--- config.mk ---
export PLATFORM = sky130hd
export DESIGN_NAME = board_ram_arbiter
export DESIGN_NICKNAME = d
export VERILOG_FILES = /design/src/rtl/board_ram_arbiter.sv
export SDC_FILE = /design/constraint.sdc
export NUM_CORES = 1
export LEC_CHECK = 0
export CAP_MARGIN = 10
export CELL_PAD_IN_SITES_DETAIL_PLACEMENT = 2
export CELL_PAD_IN_SITES_GLOBAL_PLACEMENT = 2
export CORE_ASPECT_RATIO = 1.1
export CORE_MARGIN = 2
export CORE_UTILIZATION = 23
export CTS_CLUSTER_SIZE = 8
export DETAILED_ROUTE_END_ITERATION = 10
export GPL_ROUTABILITY_DRIVEN = 0
export PLACE_DENSITY_LB_ADDON = 0.1
export SLEW_MARGIN = 30
export SYNTH_ARGS = -nofsm -noshare
export SYNTH_HDL_FRONTEND = slang
export SYNTH_SLANG_ARGS = --single-unit
--- constraint.sdc ---
create_clock -name clk -period 2.2 [get_ports clk]
set_input_delay 0.55 -clock clk [delete_from_list [all_inputs] [get_ports clk]]
set_output_delay 0.55 -clock clk [all_outputs]
set_load 0.05 [all_outputs]
--- src/rtl/board_ram_arbiter.sv ---
`timescale 1ns/1ps
`default_nettype none
// ============================================================================
// Module   : board_ram_arbiter
// Purpose  : Single-port arbiter/sequencer for one 2-bit-per-tile board RAM.
//            The video renderer reads with absolute priority and zero added
//            latency. Game-logic accesses and the board-clear sweep only use
//            RAM cycles in which video is idle.
// Revision : 1.0 - initial release
// ----------------------------------------------------------------------------
// Ports:
//   clk, rst                  clock, asynchronous active-high reset
//   vid_active/vid_addr       renderer owns the RAM this cycle / its address
//   vid_rdata                 RAM read data passed straight to the renderer
//   gm_req/gm_we/gm_addr/     game request (level, held until gm_ack)
//   gm_wdata
//   gm_ack/gm_rdata           one-cycle completion pulse / held read result
//   clr_req                   one-cycle board-clear request pulse
//   clr_busy/clr_done         clear pending or running / completion pulse
//   ram_addr/ram_we/          RAM port (synchronous read, one-cycle latency)
//   ram_wdata/ram_rdata
// ============================================================================
module board_ram_arbiter #(
  parameter int ADDR_W    = 10,
  parameter int DATA_W    = 2,
  parameter int CLR_DEPTH = 256,
  parameter int CLR_VALUE = 0
) (
  input  logic              clk,
  input  logic              rst,
  input  logic              vid_active,
  input  logic [ADDR_W-1:0] vid_addr,
  output logic [DATA_W-1:0] vid_rdata,
  input  logic              gm_req,
  input  logic              gm_we,
  input  logic [ADDR_W-1:0] gm_addr,
  input  logic [DATA_W-1:0] gm_wdata,
  output logic              gm_ack,
  output logic [DATA_W-1:0] gm_rdata,
  input  logic              clr_req,
  output logic              clr_busy,
  output logic              clr_done,
  output logic [ADDR_W-1:0] ram_addr,
  output logic              ram_we,
  output logic [DATA_W-1:0] ram_wdata,
  input  logic [DATA_W-1:0] ram_rdata
);

  localparam logic [ADDR_W:0]   CLR_LAST = (ADDR_W+1)'(CLR_DEPTH - 1);
  localparam logic [DATA_W-1:0] CLR_DATA = DATA_W'(CLR_VALUE);

  typedef enum logic [2:0] {
    S_IDLE    = 3'd0,
    S_ACCESS  = 3'd1,
    S_CAPTURE = 3'd2,
    S_ACK     = 3'd3,
    S_CLEAR   = 3'd4
  } state_t;

  state_t            state;
  logic              clr_pend;
  logic [ADDR_W:0]   clr_cnt;

  assign clr_busy  = clr_pend;
  assign vid_rdata = ram_rdata;

  // RAM port mux: video always wins; otherwise the owner implied by state.
  always_comb begin
    ram_addr  = vid_addr;
    ram_we    = 1'b0;
    ram_wdata = gm_wdata;
    if (!vid_active) begin
      if (state == S_ACCESS) begin
        ram_addr  = gm_addr;
        ram_we    = gm_we;
        ram_wdata = gm_wdata;
      end else if (state == S_CLEAR) begin
        ram_addr  = clr_cnt[ADDR_W-1:0];
        ram_we    = 1'b1;
        ram_wdata = CLR_DATA;
      end
    end
  end

  always_ff @(posedge clk or posedge rst) begin
    if (rst) begin
      state    <= S_IDLE;
      gm_ack   <= 1'b0;
      gm_rdata <= '0;
      clr_pend <= 1'b0;
      clr_done <= 1'b0;
      clr_cnt  <= '0;
    end else begin
      gm_ack   <= 1'b0;
      clr_done <= 1'b0;

      // A request arriving while a clear is already pending/running is
      // dropped so the sweep never restarts.
      if (clr_req && !clr_pend) begin
        clr_pend <= 1'b1;
      end

      case (state)
        S_IDLE: begin
          // clr_req is looked at directly so that a clear arriving in the
          // same cycle as a game request still goes first.
          if (clr_pend || clr_req) begin
            state   <= S_CLEAR;
            clr_cnt <= '0;
          end else if (gm_req) begin
            state <= S_ACCESS;
          end
        end
        S_ACCESS: begin
          // RAM is only really driven in a video-idle cycle; otherwise retry.
          if (!vid_active) begin
            state <= S_CAPTURE;
          end
        end
        S_CAPTURE: begin
          if (!gm_we) begin
            gm_rdata <= ram_rdata;
          end
          gm_ack <= 1'b1;
          state  <= S_ACK;
        end
        S_ACK: begin
          state <= S_IDLE;
        end
        S_CLEAR: begin
          if (!vid_active) begin
            if (clr_cnt == CLR_LAST) begin
              clr_cnt  <= '0;
              clr_pend <= 1'b0;
              clr_done <= 1'b1;
              state    <= S_IDLE;
            end else begin
              clr_cnt <= clr_cnt + 1'b1;
            end
          end
        end
        default: begin
          state <= S_IDLE;
        end
      endcase
    end
  end

endmodule
`default_nettype wire

==> results.ini, run 1 <==
[status]
outcome = finished with violations
violations = setup timing

[timing]
clock_skew_ns = 0.00240
slew_headroom = 0.662
rsz0062_at_grt = true
whs_ns = 0.514
fmax_ghz = 0.414
postLayoutSetupSlackWorst_ns = -0.214
tightest_slew_ns = 0.506
finalSetupViolations = 13
min_period_over_period = 1.10
fin_crit_ns = 2.41
slew_violations = 0
hold_viol = 0

[drt]
via_count = 1367
wl_met1_mm = 1.81
first_pass_iters = 4
wl_per_cell_um = 18.1
dr.first_iter.drc_count = 27
avgViaCountPerCell = 5.08
wirelength_mm = 4.87
met3_length_um = 239
detail-route-antenna-nets = 0
drc = 0
wl_met2_mm = 2.76
topRoutingLayerUsed = met4

[critical_path]
crit_fanout = 5
r2r_end = clr_cnt[4]$_DFFE_PP0P_
crit_buf_inv = 2
cp-start-kind = register
worstPathCellList = or4b_4 > buf_12 > o22ai_2 > nor2_4 > buf_12
cpMostUsedCell = buf_12
cp.depth = 5
critical-path-max-stage-delay_ns = 0.61
reg2reg_from = state[1]$_DFFE_PP0P_
r2r_slack_ns = 0.28
cp.arrival_ns = 1.86
setup.worst_path.end_class = output port
reg2reg_depth = 5
required_ns = 1.65
crit_path_top_delay_cell = or4b_4
critical-path-top-delay-family = simple AND/OR/NAND/NOR gates
critical_path.startpoint = state[1]$_DFFE_PP0P_
endpoint = ram_addr[4]
critPathKind = reg -> out

[worst_hold_path]
hold_path.class = reg -> reg

[flow_run]
cap_violations = 0

[clock_network]
cts_root_buf = clkbuf_8
cts_tree = done
numCtsBuffers = 3
path_clk_slew_ns = 0.07
clkSinkCount = 19
clock_insertion_delay_worst_skew_ns = 0.26
cts_buffer_depth = 2
cts_htree_levels = 1

[logic_synthesis]
ys_seq_area_frac = 0.404
synthArstFlopShare = 1.00
syn_area_sq_um = 1180
syn_inst = 143
ys_types = 38
synthFlopType = dfrtp_1
avgSynthCellArea_sq_um = 8.23
yosys_warnings = 0
mappedNetlistNets = 174
synth_edf_count = 0
yosys_register_bits = 19

[floorplanning]
die_y_um = 79.0
num_rows = 27
die-area_sq_um = 5710
fp.dieW_um = 72.2
io_pins = 50
start_util = 0.237
core_sq_um = 4970

[layout]
utilization = 0.480
drive_gt1_frac = 0.389
area_growth_pct = 102
final_common_cell = clkdlybuf4s50_1
fin_cells = 269
final_cell_mix = 33 x clkdlybuf4s50_1, 19 x dfrtp_1, 16 x buf_4
fin_nets = 243
insertedDiodeCount = 0
fill_cells = 512

[place]
post-place-ws_ns = -0.708
io_buffers = 49
dp_hpwl_mm = 3.53
placedCellCount = 259

[power_and_ir_drop]
irDropWorstVdd_uv = 286
p_per_area_nw_per_um2 = 676
finalPower_w = 0.00161
p_leak_nw = 0.953

[global_routing]
grt_usage = 0.179
grt_pass1_wl_mm = 7.93
antenna_found_initial = 0
grt_max_degree = 20
first_global_vias = 1583
overflow = 0

==> cell type report <==
class                   count  area, sq um  share of cell area
clock buffers               4         45.0              0.0189
well taps                  58         72.6              0.0304
inverters                   3         11.3             0.00472
repair buffers             72          870               0.365
multi-input cells         113          910               0.382
flip-flops and latches     19          475               0.199
==> power by group <==
part	internal [W]	total (W)	switching, W
clock	0.000129	0.000257	0.000128
sequential	0.000419	0.000553	0.000134
combinational	0.000403	0.000803	0.000400
==> metal layers <==
layer / global-route usage / vias to the layer above
met5: 0 / -
met4: 0.0623 / 0
met3: 0.0165 / 4
met2: 0.352 / 41
met1: 0.193 / 676
li1: - / 646
==> cell usage after synthesis (all sizes together), types with 4 or more instances <==
| library cell | instances | area [sq um] |
|---|---|---|
| nor2 | 26 | 97.6 |
| dfrtp | 19 | 475 |
| nand2 | 13 | 51.3 |
| o21ai | 11 | 55.1 |
| o22ai | 10 | 62.6 |
| a21oi | 7 | 35.0 |
| buf | 6 | 35.0 |
| nand3 | 6 | 35.0 |
| nor3 | 4 | 20.0 |
==> logic make-up (layout without fill, tap and decap cells) <==
logic type                 after synthesis  after routing  share of synthesized area
and+or+nand+nor                         75             76                      0.341
AOI/OAI and AO/OA                       33             33                      0.167
DFF                                     19             19                      0.404
buffers and inverters                   12             79                     0.0489
muxes                                    3              3                     0.0287
adders and majority gates                1              1                     0.0106
==> sequential cells by signal (all words and copies together) (netlist names) <==
| register | count |
|---|---|
| clr_cnt | 11 |
| state | 3 |
| clr_busy | 1 |
| clr_done | 1 |
| gm_ack | 1 |
| gm_rdata | 2 |
==> worst min-delay path by stage <==
stage | startpoint | end | cells past startpoint
5_1_grt | gm_rdata[1]$_DFFE_PP0P_ | gm_rdata[1]$_DFFE_PP0P_ | 1
4_1_cts | gm_rdata[0]$_DFFE_PP0P_ | gm_rdata[0]$_DFFE_PP0P_ | 1
3_5_place_dp | gm_rdata[0]$_DFFE_PP0P_ | gm_rdata[0]$_DFFE_PP0P_ | 1
3_3_place_gp | gm_rdata[1]$_DFFE_PP0P_ | gm_rdata[1]$_DFFE_PP0P_ | 1
6_report | gm_rdata[1]$_DFFE_PP0P_ | gm_rdata[1]$_DFFE_PP0P_ | 1
2_1_floorplan | rst | clr_busy$_DFF_PP0_ | 1
==> through the flow <==
step | instance area [sq um] | TNS, ns
2_1_floorplan | 1310 | -0.313
3_3_place_gp | 2080 | -8.79
3_5_place_dp | 2080 | -9.80
4_1_cts | 2300 | -2.81
5_1_grt | 2380 | -3.30
6_report | 2380 | -2.54
==> repair_timing <==
action                                 CTS  global route
hold buffers                             0             0
resized for setup                       28            11
buffers inserted                         1             2
setup endpoints to repair               15            13
pin swaps                                3             7
endpoints found under the hold margin    0             0
gates cloned                             2             1
Power figures use the tool's default switching activity.
==> run 2, diff against run 1 <==
--- a/config.mk
+++ b/config.mk
@@ -7,9 +7,9 @@
 export LEC_CHECK = 0
 export CAP_MARGIN = 10
-export CELL_PAD_IN_SITES_DETAIL_PLACEMENT = 2
-export CELL_PAD_IN_SITES_GLOBAL_PLACEMENT = 2
+export CELL_PAD_IN_SITES_DETAIL_PLACEMENT = 0
+export CELL_PAD_IN_SITES_GLOBAL_PLACEMENT = 1
 export CORE_ASPECT_RATIO = 1.1
 export CORE_MARGIN = 2
-export CORE_UTILIZATION = 23
+export CORE_UTILIZATION = 30
 export CTS_CLUSTER_SIZE = 8
 export DETAILED_ROUTE_END_ITERATION = 10
==> constraint.sdc (replaced) <==
create_clock -name clk -period 2.2 [get_ports clk]
set_input_delay 0.22 -clock clk [delete_from_list [all_inputs] [get_ports clk]]
set_output_delay 0.22 -clock clk [all_outputs]
set_load 0.05 [all_outputs]
==> results.ini, run 2 (synthesis gave the netlist of run 1 again) <==
[critical_path]
cp-start-kind = register
reg2reg_depth = 4
r2r_end = clr_cnt[8]$_DFFE_PP0P_
crit_fanout = 6
required_ns = 1.98
critical_path.startpoint = state[1]$_DFFE_PP0P_
r2r_slack_ns = 0.43
cp.arrival_ns = 1.90
critPathKind = reg -> out
setup.worst_path.end_class = output port
reg2reg_from = state[1]$_DFFE_PP0P_

[drt]
wl_per_cell_um = 14.2
first_pass_iters = 4
drc = 0
via_count = 1240
dr.first_iter.drc_count = 30
avgViaCountPerCell = 5.00
wirelength_mm = 3.52
detail-route-antenna-nets = 0

[timing]
rsz0062_at_grt = false
hold_viol = 0
postLayoutSetupSlackWorst_ns = 0.0773
fmax_ghz = 0.471
slew_headroom = 0.497
tightest_slew_ns = 0.754
clock_skew_ns = 0.0121
fin_crit_ns = 2.12
slew_violations = 0
finalSetupViolations = 0
min_period_over_period = 0.965
setup-tns-final_ns = 0
whs_ns = 0.386

[layout]
insertedDiodeCount = 0
final_cell_mix = 36 x clkdlybuf4s50_1, 19 x dfrtp_1, 16 x nor2_1
area_growth_pct = 67.0
fin_nets = 230
final_common_cell = clkdlybuf4s50_1
reg_top3 = clr_cnt: 11 flops, state: 3 flops, gm_rdata: 2 flops
top_register = clr_cnt
largest_register_ffs = 11
drive_gt1_frac = 0.263

[clock_network]
cts_setup_buffers = 0
cts_htree_levels = 1
clock_insertion_delay_worst_skew_ns = 0.26
cts_buffer_depth = 2
clkSinkCount = 19
cts_root_buf = clkbuf_8
cts_tree = done
hold_buffers = 0
path_clk_slew_ns = 0.08
numCtsBuffers = 3

[place]
dp_hpwl_mm = 2.82
io_buffers = 49
post-place-ws_ns = 0.0675

[flow_run]
cap_violations = 0

[global_routing]
antenna_found_initial = 0
grt_pass1_wl_mm = 5.80
first_global_vias = 1262
overflow = 0
grt_usage = 0.166
grt_max_degree = 20

[floorplanning]
num_rows = 23
core_sq_um = 3710
die-area_sq_um = 4440
io_pins = 50
die_y_um = 69.7
fp.dieW_um = 63.7
start_util = 0.317

[power_and_ir_drop]
irDropWorstVdd_uv = 332
p_leak_nw = 0.811
p_per_area_nw_per_um2 = 735

[worst_hold_path]
hold_path.class = in -> async

[status]
outcome = completed

run 2: what timing repair did:
action / 4_1_cts / 5_1_grt
pin swaps: 0 / 0
endpoints found under the setup margin: 1 / 10
gates resized for setup: 0 / 4
run 2: worst max-delay path by stage:
stage                        to  slack, ns  cells after the start
finish              ram_addr[8]       0.08                      5
global route        ram_addr[4]    0.00004                      5
CTS                 ram_addr[9]     -0.001                      5
detailed placement  ram_addr[9]       0.07                      6
global placement    ram_addr[0]       0.09                      6
floorplan           ram_addr[0]       0.18                      6
run 2: layout make-up:
class	instances	area [sq um]
Timing Repair Buffer	60	678
Clock inverter	1	5.00
Sequential cell	19	475
Tap cell	50	62.6
Fill cell	350	1750
Clock buffer	3	41.3
Multi-Input combinational cell	112	692
Inverter	3	11.3
run 2: metal layers:
layer  GRT usage  vias up  wire length, um
met5           0        -                0
met4      0.0700        0               68
met3      0.0292        6              110
met2       0.313       23             1980
met1       0.176      588             1360
li1            -      623                -
run 2: metrics by stage:
stage                     instance area, sq um  power (W)  instances   util
final                                     1970    0.00144        248  0.529
after detailed placement                  1900    0.00120        244  0.512
after global routing                      1970    0.00153        248  0.529
after floorplan                           1210   0.000895        143      -
after CTS                                 1950    0.00146        248  0.524
after global placement                    1900    0.00119        244  0.512
run 2: worst max-delay path, cell delays in order (launching register included):
cell     delay (ns)
dfrtp_1        0.44
or4b_4         0.60
buf_4          0.17
o22ai_1        0.21
nor2_2         0.08
buf_12         0.15
run 2: report_power, final:
group | switching [W] | internal [W]
Combinational | 0.000344 | 0.000323
Clock | 0.000127 | 0.000126
Sequential | 0.000104 | 0.000419
Total | 0.000575 | 0.000869
